--- config.mk ---
export PLATFORM = sky130hd
export DESIGN_NAME = fetch_queue
export DESIGN_NICKNAME = d
export VERILOG_FILES = /design/src/rtl/fetch_queue.sv
export SDC_FILE = /design/constraint.sdc
export NUM_CORES = 1
export LEC_CHECK = 0
export CORE_MARGIN = 2
export CORE_UTILIZATION = 29
export DETAILED_ROUTE_END_ITERATION = 6
export SYNTH_ARGS = -nofsm -noshare
export SYNTH_HDL_FRONTEND = slang
export SYNTH_SLANG_ARGS = --single-unit
--- constraint.sdc ---
create_clock -name clock -period 2.5 [get_ports clock]
set_input_delay 0.375 -clock clock [delete_from_list [all_inputs] [get_ports clock]]
set_output_delay 0.375 -clock clock [all_outputs]
set_load 0.005 [all_outputs]
--- src/rtl/fetch_queue.sv ---
// fetch_queue: instruction-fetch stage in front of decode.
//
// Owns the 12-bit program counter and issues one-cycle-latency reads to the
// instruction ROM. Each returned word is paired with its fetch address and
// pushed into a small in-order queue. The queue head is presented to decode.
// A branch redirect flushes all younger work: the queue, any due response,
// and the fetch that would otherwise issue that cycle.
//
// Optional feature macro: FETCH_BANK_REGS_EN
//   defined   -> FB/EB bank registers written via fb_we/eb_we/bank_wdata
//   undefined -> bits_FB/bits_EB tied to 0, bank write inputs ignored
//
// Parameters:
//   RESET_PC  PC loaded at reset (default 12'o4000)
//   QDEPTH    queue entries including the head (>= 2)
//
// Ports:
//   clock        in   single rising-edge clock
//   rst          in   asynchronous active-high reset
//   stall        in   decode cannot accept the head this cycle
//   redirect     in   branch taken, load redirect_pc
//   redirect_pc  in   branch target
//   halt         in   stop issuing fetches (sticky until rst)
//   rom_en       out  ROM read request
//   rom_addr     out  ROM read address
//   rom_data     in   ROM word, valid the cycle after rom_en
//   instr, pc    out  queue-head instruction and its PC (0 when empty)
//   instr_valid  out  head is valid
//   flush        out  clear for decode's internal registers
//   fb_we, eb_we in   bank register write enables
//   bank_wdata   in   bank write data
//   bits_FB/EB   out  current bank registers
module fetch_queue #(
    parameter logic [11:0] RESET_PC = 12'o4000,
    parameter int          QDEPTH   = 2
) (
    input  logic        clock,
    input  logic        rst,
    input  logic        stall,
    input  logic        redirect,
    input  logic [11:0] redirect_pc,
    input  logic        halt,
    output logic        rom_en,
    output logic [11:0] rom_addr,
    input  logic [14:0] rom_data,
    output logic [14:0] instr,
    output logic [11:0] pc,
    output logic        instr_valid,
    output logic        flush,
    input  logic        fb_we,
    input  logic        eb_we,
    input  logic [2:0]  bank_wdata,
    output logic [2:0]  bits_FB,
    output logic [2:0]  bits_EB
);

    localparam int PW = (QDEPTH > 1) ? $clog2(QDEPTH) : 1;
    localparam int CW = $clog2(QDEPTH + 1);

    logic [11:0]   pc_q;
    logic          pending;
    logic [11:0]   pend_pc;
    logic [CW-1:0] count;
    logic          halted;
    logic [PW-1:0] rd_ptr;
    logic [PW-1:0] rd_ptr_next;
    logic [PW-1:0] tail_ptr;

    logic [14:0]   mem_instr [QDEPTH];
    logic [11:0]   mem_pc    [QDEPTH];

    logic          deq;
    logic          enq;
    logic [CW:0]   occupancy;

    // ---- Issue / dequeue decisions (combinational) ----
    assign instr_valid = (count != '0);
    assign deq         = instr_valid & ~stall;
    assign enq         = pending & ~redirect;
    assign flush       = redirect & ~rst;

    // Slots that will be committed after this cycle if nothing new is issued;
    // issuing only when this is below QDEPTH reserves room for every read in
    // flight, so the queue can never overflow.
    assign occupancy = {1'b0, count} + {{CW{1'b0}}, pending} - {{CW{1'b0}}, deq};

    assign rom_en   = ~rst & ~halted & ~redirect & (occupancy < (CW+1)'(QDEPTH));
    assign rom_addr = pc_q;

    always_comb begin
        int t;
        t = int'(rd_ptr) + int'(count);
        if (t >= QDEPTH)
            t = t - QDEPTH;
        tail_ptr = PW'(t);

        if (rd_ptr == PW'(QDEPTH - 1))
            rd_ptr_next = '0;
        else
            rd_ptr_next = rd_ptr + 1'b1;
    end

    // ---- Head output ----
    // The head slot is never the enqueue target while valid (count < QDEPTH
    // whenever a response is due), so instr/pc stay stable under stall.
    assign instr = instr_valid ? mem_instr[rd_ptr] : '0;
    assign pc    = instr_valid ? mem_pc[rd_ptr]    : '0;

    // ---- Control state ----
    always_ff @(posedge clock or posedge rst) begin
        if (rst) begin
            pc_q    <= RESET_PC;
            pending <= 1'b0;
            count   <= '0;
            rd_ptr  <= '0;
            halted  <= 1'b0;
        end else begin
            // rom_en is already forced low by redirect, so this also discards
            // a due response on redirect.
            pending <= rom_en;
            if (redirect) begin
                pc_q   <= redirect_pc;
                count  <= '0;
                rd_ptr <= '0;
            end else begin
                if (rom_en)
                    pc_q <= pc_q + 12'd1;
                if (deq)
                    rd_ptr <= rd_ptr_next;
                if (enq && !deq)
                    count <= count + 1'b1;
                else if (!enq && deq)
                    count <= count - 1'b1;
            end
            if (halt && !redirect)
                halted <= 1'b1;
        end
    end

    // ---- Data capture (no reset needed; qualified by control state) ----
    always_ff @(posedge clock) begin
        if (rom_en)
            pend_pc <= pc_q;
        if (enq) begin
            mem_instr[tail_ptr] <= rom_data;
            mem_pc[tail_ptr]    <= pend_pc;
        end
    end

    // ---- Bank registers ----
`ifdef FETCH_BANK_REGS_EN
    logic [2:0] fb_q;
    logic [2:0] eb_q;

    always_ff @(posedge clock or posedge rst) begin
        if (rst) begin
            fb_q <= '0;
            eb_q <= '0;
        end else begin
            if (fb_we)
                fb_q <= bank_wdata;
            if (eb_we)
                eb_q <= bank_wdata;
        end
    end

    assign bits_FB = fb_q;
    assign bits_EB = eb_q;
`else
    logic bank_unused;
    assign bank_unused = ^{fb_we, eb_we, bank_wdata};
    assign bits_FB     = '0;
    assign bits_EB     = '0;
`endif

endmodule

* Yosys cells after proc, flatten, opt, wreduce, memory -nomap -nowiden
Memories as Yosys holds them, arrays and structs flattened. Index checks and enable logic that the tools add are counted.
Word-level totals: bits in registers 29, bits in writable memories 54, input port bits 37, word-level logic and storage cells 51, memories 2
Cells by class: add/subtract/negate cells 8, order comparisons 2, muxes and demuxes 13, bitwise gates (word level) 10, reduce and logical (&&, ||, !) cells 10
Memory list:
- mem_instr | depth 2, bits a word 15, read ports 1, clocked after memory_dff 0, wr ports 1, RTL line 69 | logic [14:0] mem_instr [QDEPTH];
- mem_pc | depth 2, bits a word 12, read ports 1, clocked after memory_dff 0, wr ports 1, RTL line 70 | logic [11:0] mem_pc [QDEPTH];
Operator list (number):
- two-way mux 12 bit | 3
- two-way mux 15 bit | 1
- adder 12 x 1 -> 12 bit (second input constant) | 1
- AND 1 bit | 6
- two-way mux 1 bit | 6
- two-way mux 2 bit | 3
- nonzero test 2 bit | 3
- NOT 1 bit | 4
- adder 1 x 2 -> 3 bit | 1
- adder 2 x 1 -> 3 bit | 1
- greater-or-equal comparator 3 x 2 -> 1 bit (second input constant) | 1
- logical AND 1 bit | 3
- logical NOT 1 bit | 3
- less-than comparator 3 x 2 -> 1 bit (second input constant) | 1
- nonzero test 3 bit | 1
- subtractor 3 x 1 -> 3 bit | 1
- adder 2 x 1 -> 2 bit (second input constant) | 1
- subtractor 2 x 1 -> 2 bit (second input constant) | 1
- adder 1 bit (second input constant) | 1
- subtractor 1 bit (second input constant) | 1

* Logic depth before layout (Yosys ltp)
word-level depth 7, mapped depth 9, mapped depth without buffers 9

* Worst setup path after synthesis
No wires, ideal clock.
path kind register to register, start register count[1], end register pc_q[1] (netlist: rom_addr[1]), library setup time 0.131 ns, arrival time 2.354 ns, setup slack 0.015 ns, stages on the path, launching flop included 10, cells stage by stage dfrtp_1 nor3b_1 a21o_1 nand2_1 fa_1 nor4b_4 nand2_2 inv_4 mux2i_1 o21ai_1
On the way: longest elaborated chain between the ends 6, elaborated cells between the ends (all ways) 7, those cells by class 2 x add/sub; 1 x order compare; 2 x bitwise; 2 x reduce/logical
RTL lines:
- start, declared | RTL line 63 | logic [CW-1:0] count;
- start signal, assigned | RTL line 131 | count <= count + 1'b1;
- start signal, assigned | RTL line 133 | count <= count - 1'b1;
- branches (longest 2 deep; another with adder 2 x 1 -> 3 bit)
- subtractor 3 x 1 -> 3 bit * | RTL line 85 | assign occupancy = {1'b0, count} + {{CW{1'b0}}, pending} - {{CW{1'b0}}, deq};
- less-than comparator 3 x 2 -> 1 bit * | RTL line 87 | assign rom_en = ~rst & ~halted & ~redirect & (occupancy < (CW+1)'(QDEPTH));
- AND 1 bit * | RTL line 87
- via rom_en | RTL line 43 | output logic rom_en,
- nonzero test 2 bit (no source line) *
- end signal, assigned | RTL line 122 | pc_q <= redirect_pc;
- end signal, assigned | RTL line 127 | pc_q <= pc_q + 12'd1;
- end, declared | RTL line 60 | logic [11:0] pc_q;
Mark *: on every way through the listed nets, which the timed path passes. A chain may end at the register's enable or synchronous reset.

* Worst setup path after layout
start register count[0], end output rom_en
On the way: longest elaborated chain between the ends 5, elaborated cells between the ends (all ways) 6, those cells by class 2 x add/sub; 1 x order compare; 2 x bitwise; 1 x reduce/logical
RTL lines (RTL line):
- branches (longest 2 deep; another with adder 2 x 1 -> 3 bit)
- subtractor 3 x 1 -> 3 bit * | 85
- less-than comparator 3 x 2 -> 1 bit * | 87
- AND 1 bit * | 87
- end, declared | 43
Mark *: on every way between the ends.

==> results.cfg <==
[detailed_routing]
first_iter_violations = 82
wl_per_cell_um = 14.54
via_per_inst = 4.538
first_pass_iters = 4
drc = 0
wl_mm = 7.025
drt.antenna.violating_nets = 0
num_vias = 2192

[place]
dp_hpwl_mm = 4.912
place.gp.congestion = 0.7393
portBuffers = 73

[timing]
fin_skew_ps = 8.740
worst_slew_pin_slew_ps = 714.0
setup_violations = 1
rsz0062_at_grt = true
period_minus_slack_ps = 2529
slew_headroom_pct = 52.35
finalCritPeriodShare_pct = 101.2
fmax_ghz = 0.3954
slew_violations = 0
final.setup.worst_slack_ps = -28.97
hold_viol_final = 0
tns_ps = -28.97
holdWs_ps = 443.4

[status]
violations = negative setup slack
status = complete, but fails checks

[global_routing]
grt.busiest_layer = met2
gr-usage-all-layers_pct = 11.52
grt_pass1_vias = 2116
antenna_found_initial = 0
grt_pass1_wl_mm = 11.01
use_met3_pct = 3.589
groute.layer.met2.usage_pct = 18.16
met1_usage_pct = 14.31
grt_max_degree = 29
gr-total-overflow = 0

[run]
maxCapViolations = 0

[final_layout]
fillers = 1091
areaGrowthSynthToFinish_pct = 38.70
nets = 374
regArea_mm2 = 0.002412
antenna_cells = 0
multi_input_area_um2 = 999.7
drive_above_1_share_pct = 14.12

[cts]
numCtsBuffers = 9
clk_transition_reported_paths_ps = 60
root_buffer = clkbuf_16
htree_levels = 3
clkSinkCount = 83
clkLatencyLatePin_ps = 340
cts_buffer_depth = 2
cts_tree = done

[synthesis]
syn_inst = 241
synth_edf_count = 66
synth_cell_types = 43
yosys_register_bits = 83
synth_area_mm2 = 0.003466
async_reset_ff_share_pct = 20.48
ys_warn_count = 0
synth-seq-area-share_pct = 69.49
avgSynthCellArea_um2 = 14.38
ys.flop_type = edfxtp_1

[power]
leakagePower_nw = 1.647
max-vdd-ir-drop_v = 0.0002413
power_density_mw_per_mm2 = 622.7

[critical_path]
max_stage_delay_ps = 490
crit_fanout = 2
path_class = flip-flop to output port
cp.required_ps = 2120
worstPathCellList = nor3b_2 > a21o_1 > nand2_2 > fa_1 > nor4b_4 > nand2_2 > inv_4 > buf_6
critPathMostFrequentCell = nand2_2
arrival_ps = 2150
crit_slowest_cell = fa_1
end_kind = output port
startpoint_type = flip-flop

[die]
rows = 39
die_w_um = 113.3
die-area_mm2 = 0.01284
die_h_um = 113.3
pin_count = 85
coreArea_mm2 = 0.01156
start_util_pct = 29.97

[min_path]
hold_class = flip-flop to flip-flop
==> final timing paths <==
kind | startpoint | to | slack, ps | cells past startpoint
max in group asynchronous | rst | rd_ptr$_DFFE_PP0P_ | 1390 | 2
hold reg to reg | pend_pc[4]$_DFFE_PP_ | mem_pc[1][4]$_DFFE_PP_ | 440 | 0
setup / recovery | count[0]$_DFFE_PP0P_ | rom_en | -30 | 8
min in group asynchronous | rst | halted$_DFFE_PP0P_ | 580 | 2
setup reg to reg | count[0]$_DFFE_PP0P_ | rom_addr[7]$_DFFE_PP0P_ | 70 | 10
hold / removal | pend_pc[4]$_DFFE_PP_ | mem_pc[1][4]$_DFFE_PP_ | 440 | 0
==> power by group <==
| part | total, mW | switching [mW] | internal [mW] |
|---|---|---|---|
| Combinational | 0.171 | 0.0669 | 0.104 |
| Clock | 1.28 | 0.509 | 0.773 |
| Sequential | 1.54 | 0.0324 | 1.51 |
==> placed cells by master (no fill, tap or decap), types with 2 or more instances in the layout <==
cell              n
clkdlybuf4s50_1  71
edfxtp_1         66
mux2i_1          35
nor2_1           33
buf_4            17
dfrtp_1          15
clkbuf_16         9
nand2_1           8
inv_1             7
nand3_1           7
conb_1            6
a221o_1           5
a21oi_1           4
a21o_1            3
a21boi_0          3
clkinvlp_4        3
nand2_2           2
o21bai_1          2
nand4_1           2
nor3_2            2
nor2_2            2
o21ai_0           2
o21ai_1           2
buf_6             2
==> what timing repair did <==
item                                    4_1_cts  5_1_grt
hold buffers                                  0        0
pin swaps                                     3        5
setup buffers                                 1        1
gates resized for setup                       9        5
endpoints found under the setup margin       10       14
==> cell families (layout without fill, tap and decap cells) <==
kind of cell	count (synthesis)	in the layout	share of synthesized area (%)
other cells	1	6	0.1082
compound gates	28	28	6.065
simple gates	68	68	9.567
mux	35	35	10.11
xor+xnor	2	2	0.5055
buf+inv	22	116	3.213
fa+ha+maj	2	2	0.9386
flops	83	83	69.49
==> stage by stage <==
stage	instance area [um^2]	std cells	util (%)	setup slack [ps]	total power [mW]
2_1_floorplan	3485	246	-	15.27	1.620
3_3_place_gp	4469	466	38.65	-567.4	1.735
3_5_place_dp	4469	466	38.65	-617.3	1.740
4_1_cts	4782	483	41.35	-59.46	3.040
5_1_grt	4807	483	41.57	-156.8	3.110
6_report	4807	483	41.57	-28.97	2.993
==> per-layer routing <==
metal / vias up / share of wire (%)
met3: 12 / 5.0
met2: 58 / 49
li1: 1075 / -
met1: 1047 / 44
met5: - / 0
met4: 0 / 2.5
==> state kept, by name (all words and copies together) (netlist names) <==
register   flops
rd_ptr         1
pending        1
count          2
halted         1
mem_instr     30
rom_addr      12
mem_pc        24
pend_pc       12
==> Yosys cell counts, types with 2 or more instances <==
cell type	number	share of area (%)
o21bai_1	2	0.43
nand2_1	9	0.97
nand3_1	8	1.2
inv_1	7	0.76
clkbuf_1	5	0.54
a21oi_1	4	0.58
nor2_1	35	3.8
a221o_1	5	1.4
buf_2	3	0.43
a21o_1	3	0.65
o21ai_0	2	0.29
nand4_1	2	0.36
edfxtp_1	66	57
nor3b_1	2	0.43
dfrtp_1	16	12
nor3_1	3	0.43
a21boi_0	3	0.65
buf_4	6	1.3
o21ai_1	2	0.29
mux2i_1	35	10
==> critical path, delay by kind of cell, from the launching register on <==
family	cells	cell delay (ps)
AOI/OAI and AO/OA	1	140
adders and majority gates	1	490
buffers and inverters	2	170
DFF	1	390
and+or+nand+nor	4	630
==> layout make-up <==
| cell class | count | area share (%) |
|---|---|---|
| flip-flops and latches | 83 | 50.18 |
| clock inverters | 6 | 1.353 |
| well taps | 143 | 3.722 |
| clock buffers | 10 | 4.763 |
| inverters | 8 | 0.6767 |
| multi-input cells | 141 | 20.80 |
| repair buffers | 92 | 18.51 |
(Power assumes the default switching activity.)
